File: src/rtl/nfc_command_feature_access_if.sv
// Bundle of the command-side and ACG-side signals of the NAND feature-access engine.
// master = dispatcher/ACG environment, slave = nfc_command_feature_access.
interface nfc_command_feature_access_if #(
    parameter int NumberOfWays  = 4,
    parameter int NumParamBytes = 4
);
    logic [5:0]                   iOpcode;
    logic [7:0]                   iAddress;
    logic [8*NumParamBytes-1:0]   iSetParams;
    logic                         iCMDValid;
    logic                         oCMDReady;
    logic [NumberOfWays-1:0]      iWaySelect;
    logic                         oStart;
    logic                         oLastStep;
    logic [8*NumParamBytes-1:0]   oFeatureData;
    logic                         oFeatureValid;
    logic                         oError;
    logic [7:0]                   oACG_Command;
    logic [2:0]                   oACG_CommandOption;
    logic [7:0]                   iACG_Ready;
    logic [7:0]                   iACG_LastStep;
    logic [NumberOfWays-1:0]      oACG_TargetWay;
    logic [15:0]                  oACG_NumOfData;
    logic                         oACG_CASelect;
    logic [39:0]                  oACG_CAData;
    logic [15:0]                  oACG_WriteData;
    logic                         oACG_WriteLast;
    logic                         oACG_WriteValid;
    logic                         iACG_WriteReady;
    logic [15:0]                  iACG_ReadData;
    logic                         iACG_ReadLast;
    logic                         iACG_ReadValid;
    logic                         oACG_ReadReady;
    logic [NumberOfWays-1:0]      iACG_ReadyBusy;

    modport master (
        output iOpcode, iAddress, iSetParams, iCMDValid, iWaySelect,
               iACG_Ready, iACG_LastStep, iACG_WriteReady, iACG_ReadData,
               iACG_ReadLast, iACG_ReadValid, iACG_ReadyBusy,
        input  oCMDReady, oStart, oLastStep, oFeatureData, oFeatureValid, oError,
               oACG_Command, oACG_CommandOption, oACG_TargetWay, oACG_NumOfData,
               oACG_CASelect, oACG_CAData, oACG_WriteData, oACG_WriteLast,
               oACG_WriteValid, oACG_ReadReady
    );

    modport slave (
        input  iOpcode, iAddress, iSetParams, iCMDValid, iWaySelect,
               iACG_Ready, iACG_LastStep, iACG_WriteReady, iACG_ReadData,
               iACG_ReadLast, iACG_ReadValid, iACG_ReadyBusy,
        output oCMDReady, oStart, oLastStep, oFeatureData, oFeatureValid, oError,
               oACG_Command, oACG_CommandOption, oACG_TargetWay, oACG_NumOfData,
               oACG_CASelect, oACG_CAData, oACG_WriteData, oACG_WriteLast,
               oACG_WriteValid, oACG_ReadReady
    );
endinterface

File: src/rtl/nfc_command_feature_access.sv
// GET/SET FEATURES (EEh/EFh) command engine driving ACG primitives and tracking R/B#.
// Optional R/B# watchdog: define NFC_FEATURE_RB_TIMEOUT_EN.
module nfc_command_feature_access #(
    parameter int          NumberOfWays    = 4,
    parameter logic [5:0]  GetCommandID    = 6'b000101,
    parameter logic [5:0]  SetCommandID    = 6'b000110,
    parameter int          NumParamBytes   = 4,
    parameter logic [15:0] RBTimeoutCycles = 16'd4096
) (
    input logic iSystemClock,
    input logic iReset,
    nfc_command_feature_access_if.slave bus
);
    localparam int         DataWidth  = 8 * NumParamBytes;
    localparam logic [3:0] ByteCount  = 4'(NumParamBytes);
    localparam logic [3:0] LastByte   = 4'(NumParamBytes - 1);
    localparam logic [7:0] CmdCA      = 8'h08;
    localparam logic [7:0] CmdDataOut = 8'h04;
    localparam logic [7:0] CmdDataIn  = 8'h02;

    typedef enum logic [3:0] {
        sReset, sReady, sCmdLatch, sCmdIssue, sAddrIssue,
        sDataOut, sWaitRBLow, sWaitRBHigh, sDataIn
    } state_t;

    state_t                  state_reg;
    logic                    cmdReady_reg;
    logic                    isGet_reg;
    logic [7:0]              cmdByte_reg;
    logic [7:0]              address_reg;
    logic [DataWidth-1:0]    params_reg;
    logic [NumberOfWays-1:0] targetWay_reg;
    logic [7:0]              acgCommand_reg;
    logic [15:0]             numOfData_reg;
    logic                    caSelect_reg;
    logic [39:0]             caData_reg;
    logic [3:0]              byteIndex_reg;
    logic                    lastStep_reg;
    logic                    featureValid_reg;
    logic [NumberOfWays-1:0] rbMask_reg;
    logic                    rbSync_reg;
    logic [7:0]              featureByte_reg [NumParamBytes];

    logic                 start;
    logic                 acgReady;
    logic                 writeValid;
    logic                 writeFire;
    logic                 captureBeat;
    logic                 clearFeature;
    logic [DataWidth-1:0] shiftedParams;

    assign start        = bus.iCMDValid &&
                          (bus.iOpcode == GetCommandID || bus.iOpcode == SetCommandID);
    assign acgReady     = &bus.iACG_Ready[6:0];
    assign writeValid   = (state_reg == sDataOut) && acgCommand_reg[2] && (byteIndex_reg < ByteCount);
    assign writeFire    = writeValid && bus.iACG_WriteReady;
    assign captureBeat  = (state_reg == sDataIn) && bus.iACG_ReadValid && (byteIndex_reg < ByteCount);
    assign clearFeature = (state_reg == sCmdLatch) && isGet_reg;
    assign shiftedParams = params_reg >> {byteIndex_reg, 3'b000};

`ifdef NFC_FEATURE_RB_TIMEOUT_EN
    logic [15:0] rbTimer_reg;
    logic        error_reg;
    assign bus.oError = error_reg;
`else
    logic [15:0] unusedTimeout;
    assign unusedTimeout = RBTimeoutCycles;
    assign bus.oError    = 1'b0;
`endif

    always_ff @(posedge iSystemClock) begin
        if (iReset) begin
            state_reg        <= sReset;
            cmdReady_reg     <= 1'b1;
            isGet_reg        <= 1'b0;
            cmdByte_reg      <= 8'h00;
            address_reg      <= 8'h00;
            params_reg       <= '0;
            targetWay_reg    <= '0;
            acgCommand_reg   <= 8'h00;
            numOfData_reg    <= 16'h0000;
            caSelect_reg     <= 1'b1;
            caData_reg       <= 40'h0;
            byteIndex_reg    <= 4'd0;
            lastStep_reg     <= 1'b0;
            featureValid_reg <= 1'b0;
            rbMask_reg       <= '0;
            rbSync_reg       <= 1'b1;
`ifdef NFC_FEATURE_RB_TIMEOUT_EN
            rbTimer_reg      <= 16'd0;
            error_reg        <= 1'b0;
`endif
        end else begin
            lastStep_reg     <= 1'b0;
            featureValid_reg <= 1'b0;
            // R/B# of the selected way: mask the raw pins, then reduce
            rbMask_reg       <= bus.iACG_ReadyBusy & ~targetWay_reg;
            rbSync_reg       <= |rbMask_reg;
`ifdef NFC_FEATURE_RB_TIMEOUT_EN
            error_reg        <= 1'b0;
            if (state_reg == sWaitRBLow || state_reg == sWaitRBHigh)
                rbTimer_reg <= rbTimer_reg + 16'd1;
            else
                rbTimer_reg <= 16'd0;
`endif
            case (state_reg)
                sReset, sReady: begin
                    cmdReady_reg <= 1'b1;
                    state_reg    <= sReady;
                    if (start) begin
                        isGet_reg     <= (bus.iOpcode == GetCommandID);
                        cmdByte_reg   <= (bus.iOpcode == GetCommandID) ? 8'hEE : 8'hEF;
                        address_reg   <= bus.iAddress;
                        params_reg    <= bus.iSetParams;
                        targetWay_reg <= ~bus.iWaySelect;
                        cmdReady_reg  <= 1'b0;
                        state_reg     <= sCmdLatch;
                    end
                end
                sCmdLatch: if (acgReady) state_reg <= sCmdIssue;
                // Each issue state raises its command bit once the ACG is idle and
                // drops it on the cycle after the matching LastStep.
                sCmdIssue: begin
                    if (acgCommand_reg == 8'h00) begin
                        if (acgReady) begin
                            acgCommand_reg <= CmdCA;
                            caSelect_reg   <= 1'b1;
                            caData_reg     <= {cmdByte_reg, 32'h0};
                        end
                    end else if (bus.iACG_LastStep[3]) begin
                        acgCommand_reg <= 8'h00;
                        state_reg      <= sAddrIssue;
                    end
                end
                sAddrIssue: begin
                    if (acgCommand_reg == 8'h00) begin
                        if (acgReady) begin
                            acgCommand_reg <= CmdCA;
                            caSelect_reg   <= 1'b0;
                            caData_reg     <= {address_reg, 32'h0};
                        end
                    end else if (bus.iACG_LastStep[3]) begin
                        acgCommand_reg <= 8'h00;
                        byteIndex_reg  <= 4'd0;
                        state_reg      <= isGet_reg ? sWaitRBLow : sDataOut;
                    end
                end
                sDataOut: begin
                    if (writeFire) byteIndex_reg <= byteIndex_reg + 4'd1;
                    if (acgCommand_reg == 8'h00) begin
                        if (acgReady) begin
                            acgCommand_reg <= CmdDataOut;
                            numOfData_reg  <= 16'(NumParamBytes);
                        end
                    end else if (bus.iACG_LastStep[2]) begin
                        acgCommand_reg <= 8'h00;
                        state_reg      <= sWaitRBLow;
                    end
                end
                sWaitRBLow: if (!rbSync_reg) state_reg <= sWaitRBHigh;
                sWaitRBHigh: begin
                    if (rbSync_reg) begin
                        if (isGet_reg) begin
                            byteIndex_reg <= 4'd0;
                            state_reg     <= sDataIn;
                        end else begin
                            lastStep_reg <= 1'b1;
                            cmdReady_reg <= 1'b1;
                            state_reg    <= sReady;
                        end
                    end
                end
                sDataIn: begin
                    if (captureBeat) byteIndex_reg <= byteIndex_reg + 4'd1;
                    if (acgCommand_reg == 8'h00) begin
                        if (acgReady) begin
                            acgCommand_reg <= CmdDataIn;
                            numOfData_reg  <= 16'(NumParamBytes);
                        end
                    end else if (bus.iACG_LastStep[1]) begin
                        acgCommand_reg   <= 8'h00;
                        lastStep_reg     <= 1'b1;
                        featureValid_reg <= 1'b1;
                        cmdReady_reg     <= 1'b1;
                        state_reg        <= sReady;
                    end
                end
                default: state_reg <= sReady;
            endcase
`ifdef NFC_FEATURE_RB_TIMEOUT_EN
            if ((state_reg == sWaitRBLow || state_reg == sWaitRBHigh) &&
                rbTimer_reg == RBTimeoutCycles - 16'd1) begin
                acgCommand_reg <= 8'h00;
                lastStep_reg   <= 1'b1;
                error_reg      <= 1'b1;
                cmdReady_reg   <= 1'b1;
                state_reg      <= sReady;
            end
`endif
        end
    end

    // Saturating byte capture; beats beyond NumParamBytes never match an index
    for (genvar gi = 0; gi < NumParamBytes; gi++) begin : gFeatureByte
        always_ff @(posedge iSystemClock) begin
            if (iReset || clearFeature)
                featureByte_reg[gi] <= 8'h00;
            else if (captureBeat && byteIndex_reg == 4'(gi))
                featureByte_reg[gi] <= bus.iACG_ReadData[7:0];
        end
        assign bus.oFeatureData[gi*8 +: 8] = featureByte_reg[gi];
    end

    logic unusedBits;
    assign unusedBits = ^{bus.iACG_Ready[7], bus.iACG_LastStep[7:4], bus.iACG_LastStep[0],
                          bus.iACG_ReadData[15:8], bus.iACG_ReadLast};

    assign bus.oCMDReady          = cmdReady_reg;
    assign bus.oStart             = start;
    assign bus.oLastStep          = lastStep_reg;
    assign bus.oFeatureValid      = featureValid_reg;
    assign bus.oACG_Command       = acgCommand_reg;
    assign bus.oACG_CommandOption = 3'b000;
    assign bus.oACG_TargetWay     = targetWay_reg;
    assign bus.oACG_NumOfData     = numOfData_reg;
    assign bus.oACG_CASelect      = caSelect_reg;
    assign bus.oACG_CAData        = caData_reg;
    assign bus.oACG_WriteData     = {8'h00, shiftedParams[7:0]};
    assign bus.oACG_WriteLast     = writeValid && (byteIndex_reg == LastByte);
    assign bus.oACG_WriteValid    = writeValid;
    assign bus.oACG_ReadReady     = (state_reg == sDataIn);
endmodule

File: src/flat_wrapper.sv
// flat-port wrapper written by rule: the top's interface ports become plain ports
module nfc_command_feature_access_flat 
#(
    parameter int          NumberOfWays    = 4,
    parameter logic [5:0]  GetCommandID    = 6'b000101,
    parameter logic [5:0]  SetCommandID    = 6'b000110,
    parameter int          NumParamBytes   = 4,
    parameter logic [15:0] RBTimeoutCycles = 16'd4096
)
  (iSystemClock, iReset, bus_iOpcode, bus_iAddress, bus_iSetParams, bus_iCMDValid, bus_iWaySelect, bus_iACG_Ready, bus_iACG_LastStep, bus_iACG_WriteReady, bus_iACG_ReadData, bus_iACG_ReadLast, bus_iACG_ReadValid, bus_iACG_ReadyBusy, bus_oCMDReady, bus_oStart, bus_oLastStep, bus_oFeatureData, bus_oFeatureValid, bus_oError, bus_oACG_Command, bus_oACG_CommandOption, bus_oACG_TargetWay, bus_oACG_NumOfData, bus_oACG_CASelect, bus_oACG_CAData, bus_oACG_WriteData, bus_oACG_WriteLast, bus_oACG_WriteValid, bus_oACG_ReadReady);
  nfc_command_feature_access_if #(.NumberOfWays(NumberOfWays), .NumParamBytes(NumParamBytes)) bus_i ();
  input logic iSystemClock;
  input logic iReset;
  input wire logic [$bits(bus_i.iOpcode)-1:0] bus_iOpcode;
  input wire logic [$bits(bus_i.iAddress)-1:0] bus_iAddress;
  input wire logic [$bits(bus_i.iSetParams)-1:0] bus_iSetParams;
  input wire logic [$bits(bus_i.iCMDValid)-1:0] bus_iCMDValid;
  input wire logic [$bits(bus_i.iWaySelect)-1:0] bus_iWaySelect;
  input wire logic [$bits(bus_i.iACG_Ready)-1:0] bus_iACG_Ready;
  input wire logic [$bits(bus_i.iACG_LastStep)-1:0] bus_iACG_LastStep;
  input wire logic [$bits(bus_i.iACG_WriteReady)-1:0] bus_iACG_WriteReady;
  input wire logic [$bits(bus_i.iACG_ReadData)-1:0] bus_iACG_ReadData;
  input wire logic [$bits(bus_i.iACG_ReadLast)-1:0] bus_iACG_ReadLast;
  input wire logic [$bits(bus_i.iACG_ReadValid)-1:0] bus_iACG_ReadValid;
  input wire logic [$bits(bus_i.iACG_ReadyBusy)-1:0] bus_iACG_ReadyBusy;
  output wire logic [$bits(bus_i.oCMDReady)-1:0] bus_oCMDReady;
  output wire logic [$bits(bus_i.oStart)-1:0] bus_oStart;
  output wire logic [$bits(bus_i.oLastStep)-1:0] bus_oLastStep;
  output wire logic [$bits(bus_i.oFeatureData)-1:0] bus_oFeatureData;
  output wire logic [$bits(bus_i.oFeatureValid)-1:0] bus_oFeatureValid;
  output wire logic [$bits(bus_i.oError)-1:0] bus_oError;
  output wire logic [$bits(bus_i.oACG_Command)-1:0] bus_oACG_Command;
  output wire logic [$bits(bus_i.oACG_CommandOption)-1:0] bus_oACG_CommandOption;
  output wire logic [$bits(bus_i.oACG_TargetWay)-1:0] bus_oACG_TargetWay;
  output wire logic [$bits(bus_i.oACG_NumOfData)-1:0] bus_oACG_NumOfData;
  output wire logic [$bits(bus_i.oACG_CASelect)-1:0] bus_oACG_CASelect;
  output wire logic [$bits(bus_i.oACG_CAData)-1:0] bus_oACG_CAData;
  output wire logic [$bits(bus_i.oACG_WriteData)-1:0] bus_oACG_WriteData;
  output wire logic [$bits(bus_i.oACG_WriteLast)-1:0] bus_oACG_WriteLast;
  output wire logic [$bits(bus_i.oACG_WriteValid)-1:0] bus_oACG_WriteValid;
  output wire logic [$bits(bus_i.oACG_ReadReady)-1:0] bus_oACG_ReadReady;
  assign bus_i.iOpcode = bus_iOpcode;
  assign bus_i.iAddress = bus_iAddress;
  assign bus_i.iSetParams = bus_iSetParams;
  assign bus_i.iCMDValid = bus_iCMDValid;
  assign bus_i.iWaySelect = bus_iWaySelect;
  assign bus_i.iACG_Ready = bus_iACG_Ready;
  assign bus_i.iACG_LastStep = bus_iACG_LastStep;
  assign bus_i.iACG_WriteReady = bus_iACG_WriteReady;
  assign bus_i.iACG_ReadData = bus_iACG_ReadData;
  assign bus_i.iACG_ReadLast = bus_iACG_ReadLast;
  assign bus_i.iACG_ReadValid = bus_iACG_ReadValid;
  assign bus_i.iACG_ReadyBusy = bus_iACG_ReadyBusy;
  assign bus_oCMDReady = bus_i.oCMDReady;
  assign bus_oStart = bus_i.oStart;
  assign bus_oLastStep = bus_i.oLastStep;
  assign bus_oFeatureData = bus_i.oFeatureData;
  assign bus_oFeatureValid = bus_i.oFeatureValid;
  assign bus_oError = bus_i.oError;
  assign bus_oACG_Command = bus_i.oACG_Command;
  assign bus_oACG_CommandOption = bus_i.oACG_CommandOption;
  assign bus_oACG_TargetWay = bus_i.oACG_TargetWay;
  assign bus_oACG_NumOfData = bus_i.oACG_NumOfData;
  assign bus_oACG_CASelect = bus_i.oACG_CASelect;
  assign bus_oACG_CAData = bus_i.oACG_CAData;
  assign bus_oACG_WriteData = bus_i.oACG_WriteData;
  assign bus_oACG_WriteLast = bus_i.oACG_WriteLast;
  assign bus_oACG_WriteValid = bus_i.oACG_WriteValid;
  assign bus_oACG_ReadReady = bus_i.oACG_ReadReady;
  nfc_command_feature_access #(.NumberOfWays(NumberOfWays), .GetCommandID(GetCommandID), .SetCommandID(SetCommandID), .NumParamBytes(NumParamBytes), .RBTimeoutCycles(RBTimeoutCycles)) u_core (.iSystemClock(iSystemClock), .iReset(iReset), .bus(bus_i));
endmodule
File: config.mk
export PLATFORM = sky130hd
export DESIGN_NAME = nfc_command_feature_access_flat
export DESIGN_NICKNAME = d
export VERILOG_FILES = /design/src/rtl/nfc_command_feature_access_if.sv /design/src/rtl/nfc_command_feature_access.sv /design/src/flat_wrapper.sv
export SDC_FILE = /design/constraint.sdc
export NUM_CORES = 1
export LEC_CHECK = 0
export CORE_ASPECT_RATIO = 0.5
export CORE_UTILIZATION = 45
export CTS_CLUSTER_DIAMETER = 50
export DETAILED_ROUTE_END_ITERATION = 12
export DONT_BUFFER_PORTS = 1
export HOLD_SLACK_MARGIN = 0.12
export PLACE_DENSITY_LB_ADDON = 0.2
export SLEW_MARGIN = 20
export SYNTH_ARGS = -nofsm -noshare
export SYNTH_HDL_FRONTEND = slang
export SYNTH_SLANG_ARGS = --single-unit
File: constraint.sdc
create_clock -name iSystemClock -period 2.1 [get_ports iSystemClock]
set_input_delay 0.315 -clock iSystemClock [delete_from_list [all_inputs] [get_ports iSystemClock]]
set_output_delay 0.315 -clock iSystemClock [all_outputs]
set_load 0.02 [all_outputs]
==> reports/metrics.yaml <==
type_of_the_worst_setup_path: "flop to flop"
initial_utilization: 0.463
crit_path_max_fanout: 5
grt_antenna_before_repair: 0
dp_hpwl_um: 7910
post-synth-top-area-cell: "dfxtp_1"
clock-sinks: 108
setup.worst_path.start_class: "flop"
numCtsBuffers: 9
detail_route.iter0.violations: 333
route.antenna.remaining_nets: 0
reg2reg_depth: 7
hold_class: "input port to flop"
core_region_area_um2: 11000
grt-ovfl-total: 0
floorplan.die_area_um2: 11800
slew_headroom: 0.595
report.final.setup_viol: 0
yosysWarnings: 0
comb_power_share: 0.068
route.final.wire_length_um: 11300
end_kind: "flop"
detail_route.first_pass.iterations: 12
yosysMostFrequentCell: "nand2_1"
syn2layout_area_growth_pct: 17.1
synthDistinctLibCells: 58
synth_enable_flop_cells: 32
p_int_mw: 3.08
status: "finished, violations left"
post_synth_most_frequent_cells: "108 x nand2_1, 76 x dfxtp_1, 65 x buf_4, 57 x a21oi_1, 42 x and2_1"
cap_violations: 0
post_drt_wl_per_cell_um: 15.0
post_synth_inst_count: 545
power_frac_seq: 0.548
worst_hold_path.num_cells: 2
number_of_nets_in_the_final_layout: 700
gr_util_all_layers: 0.195
period_share: 0.968
hold_ws_ns: 0.135
power_switching_mw: 0.986
rows: 27
worst_ir_drop_vdd_mv: 0.324
post-synth-top-area-fraction: 0.299
share_clk_of_total_power: 0.385
postSynth.asyncResetShare: 0
finalSetupTns_ns: 0
clk_transition_reported_paths_ns: 0.07
vias: 3806
worst_case_clock_skew_ns: 0.00499
insertion_delay_of_the_later_clocked_pin_in_the_worst_skew_pair_ns: 0.34
worst-endpoint-required_ns: 2.33
worst_path_arrival_ns: 2.26
drc_markers: 10
port-buffer-count: 0
fill_cell_count: 1008
proportion_of_layout_cells_with_a_drive_suffix_above_1: 0.115
ctsRootBufferMaster: "clkbuf_16"
grt_pass1_wl_um: 18000
ios: 220
clockBufferDepth: 2
post-place-cells: 690
power_density_nw_per_um2: 681
detail_route.vias_per_cell: 5.05
timing_worst_slew_pin_value_ns: 0.602
power.static_leakage_nw: 2.25
cts_htree_levels: 3
timing.reg2reg.setup_slack_ns: 0.07
fmax_mhz: 492
failed_checks: "DRC"
report.final.hold_viol_count: 0
ys_ff_latch: 108
synth_area_leaders: "dfxtp_1 30%, edfxtp_1 19%, buf_4 9.6%, nand2_1 8.0%, a21oi_1 5.6%"
postSynth.topFlopCell: "dfxtp_1"
first_global_vias: 3379
floorplan.die.height_um: 77.2
final_cell_count_no_fill: 754
power_switching_share: 0.243
maximum_number_of_pins_on_one_net_before_global_route_repair: 71
maxSlewViolCount: 0
antenna_cells: 0
die_boundary_width_um: 152
post-route-util: 0.542
clock_tree_from_tritoncts: "yes"
place_congestion: 0.801
synth_area_um2: 5090
syn_area_per_cell_um2: 9.35
synth-seq-area-share: 0.487
final.min_clock_period_ns: 2.03
[per-layer routing]
metal	part of all wire	wire [um]	up-vias	global-route usage
met2	0.47	5270	171	0.316
met5	0	0	-	0
met3	0.075	843	8	0.0571
met4	0.0075	85	0	0.0374
met1	0.45	5080	1767	0.261
li1	-	-	1860	-
[cell usage in the layout, fill, tap and decap left out, drive strengths merged, types with 4 or more instances in the layout]
master and count:
a211oi 8, a21oi 58, and2 42, and3 6, buf 30, clkbuf 9
conb 64, dfxtp 76, dlygate4sd3 46, edfxtp 32, ha 4, inv 9
mux4 8, nand2 108, nand3 6, nand3b 4, nor2 25, nor2b 4
nor3b 5, o21ai 8
[per-stage QoR]
stage | worst slack [ns] | instance area (um^2) | total power [mW]
6_report | 0.0671 | 5970 | 4.06
5_1_grt | -0.000818 | 5970 | 4.22
4_1_cts | 0.0208 | 5910 | 4.11
3_5_place_dp | 0.0412 | 5170 | 2.45
3_3_place_gp | 0.0896 | 5170 | 2.45
2_1_floorplan | 0.170 | 5330 | 2.53
[repair_timing]
action | in CTS | in global routing
endpoints found under the hold margin | 70 | 3
gates resized for setup | 1 | 6
setup buffers | 0 | 1
setup endpoints to repair | 2 | 65
pin swaps | 0 | 1
hold buffers | 44 | 3
[power by group through the flow]
stage | registers [mW] | logic (mW) | clock network (mW)
floorplan | 2.27 | 0.264 | 0
global placement | 2.27 | 0.172 | 0
detailed placement | 2.27 | 0.174 | 0
CTS | 2.22 | 0.267 | 1.61
global route | 2.23 | 0.295 | 1.70
finish | 2.22 | 0.275 | 1.56
[critical path, cell delays in order (launching register included)]
cell and delay [ns]:
dfxtp_1 0.45, or4b_4 0.54, inv_2 0.08, buf_4 0.17, o2bb2ai_1 0.17, a211o_1 0.18
nor2b_1 0.08, o221a_2 0.26
[cells by family after synthesis]
group / count (synthesis) / synth area share
XOR/XNOR: 1 / 0.00172
AND/OR/NAND/NOR: 222 / 0.216
other: 1 / 0.000736
multiplexers: 11 / 0.0413
adder cells (fa/ha/maj): 4 / 0.00982
flip-flops: 108 / 0.487
buffers and inverters: 99 / 0.123
AO/OA/AOI/OAI: 99 / 0.120
[path summary, 6_finish.rpt]
| check | start | endpoint |
|---|---|---|
| worst min register to register | u_core.params_reg[4] | u_core.params_reg[4] |
| worst max-delay path | u_core.state_reg[3] | u_core.state_reg[0] |
| worst max register to register | u_core.state_reg[3] | u_core.state_reg[0] |
| worst min-delay path | bus_iSetParams[8] | u_core.params_reg[8] |
[layout make-up]
| class | count | area (um^2) | area share |
|---|---|---|---|
| clock buffer | 9 | 225 | 0.0378 |
| clock inverter | 7 | 52.6 | 0.00881 |
| inverter | 8 | 30.0 | 0.00503 |
| multi-input combinational | 401 | 2250 | 0.377 |
| sequential | 108 | 2480 | 0.417 |
| tap | 145 | 181 | 0.0304 |
| timing repair buffer | 76 | 743 | 0.125 |
Power figures use the tool's default switching activity.
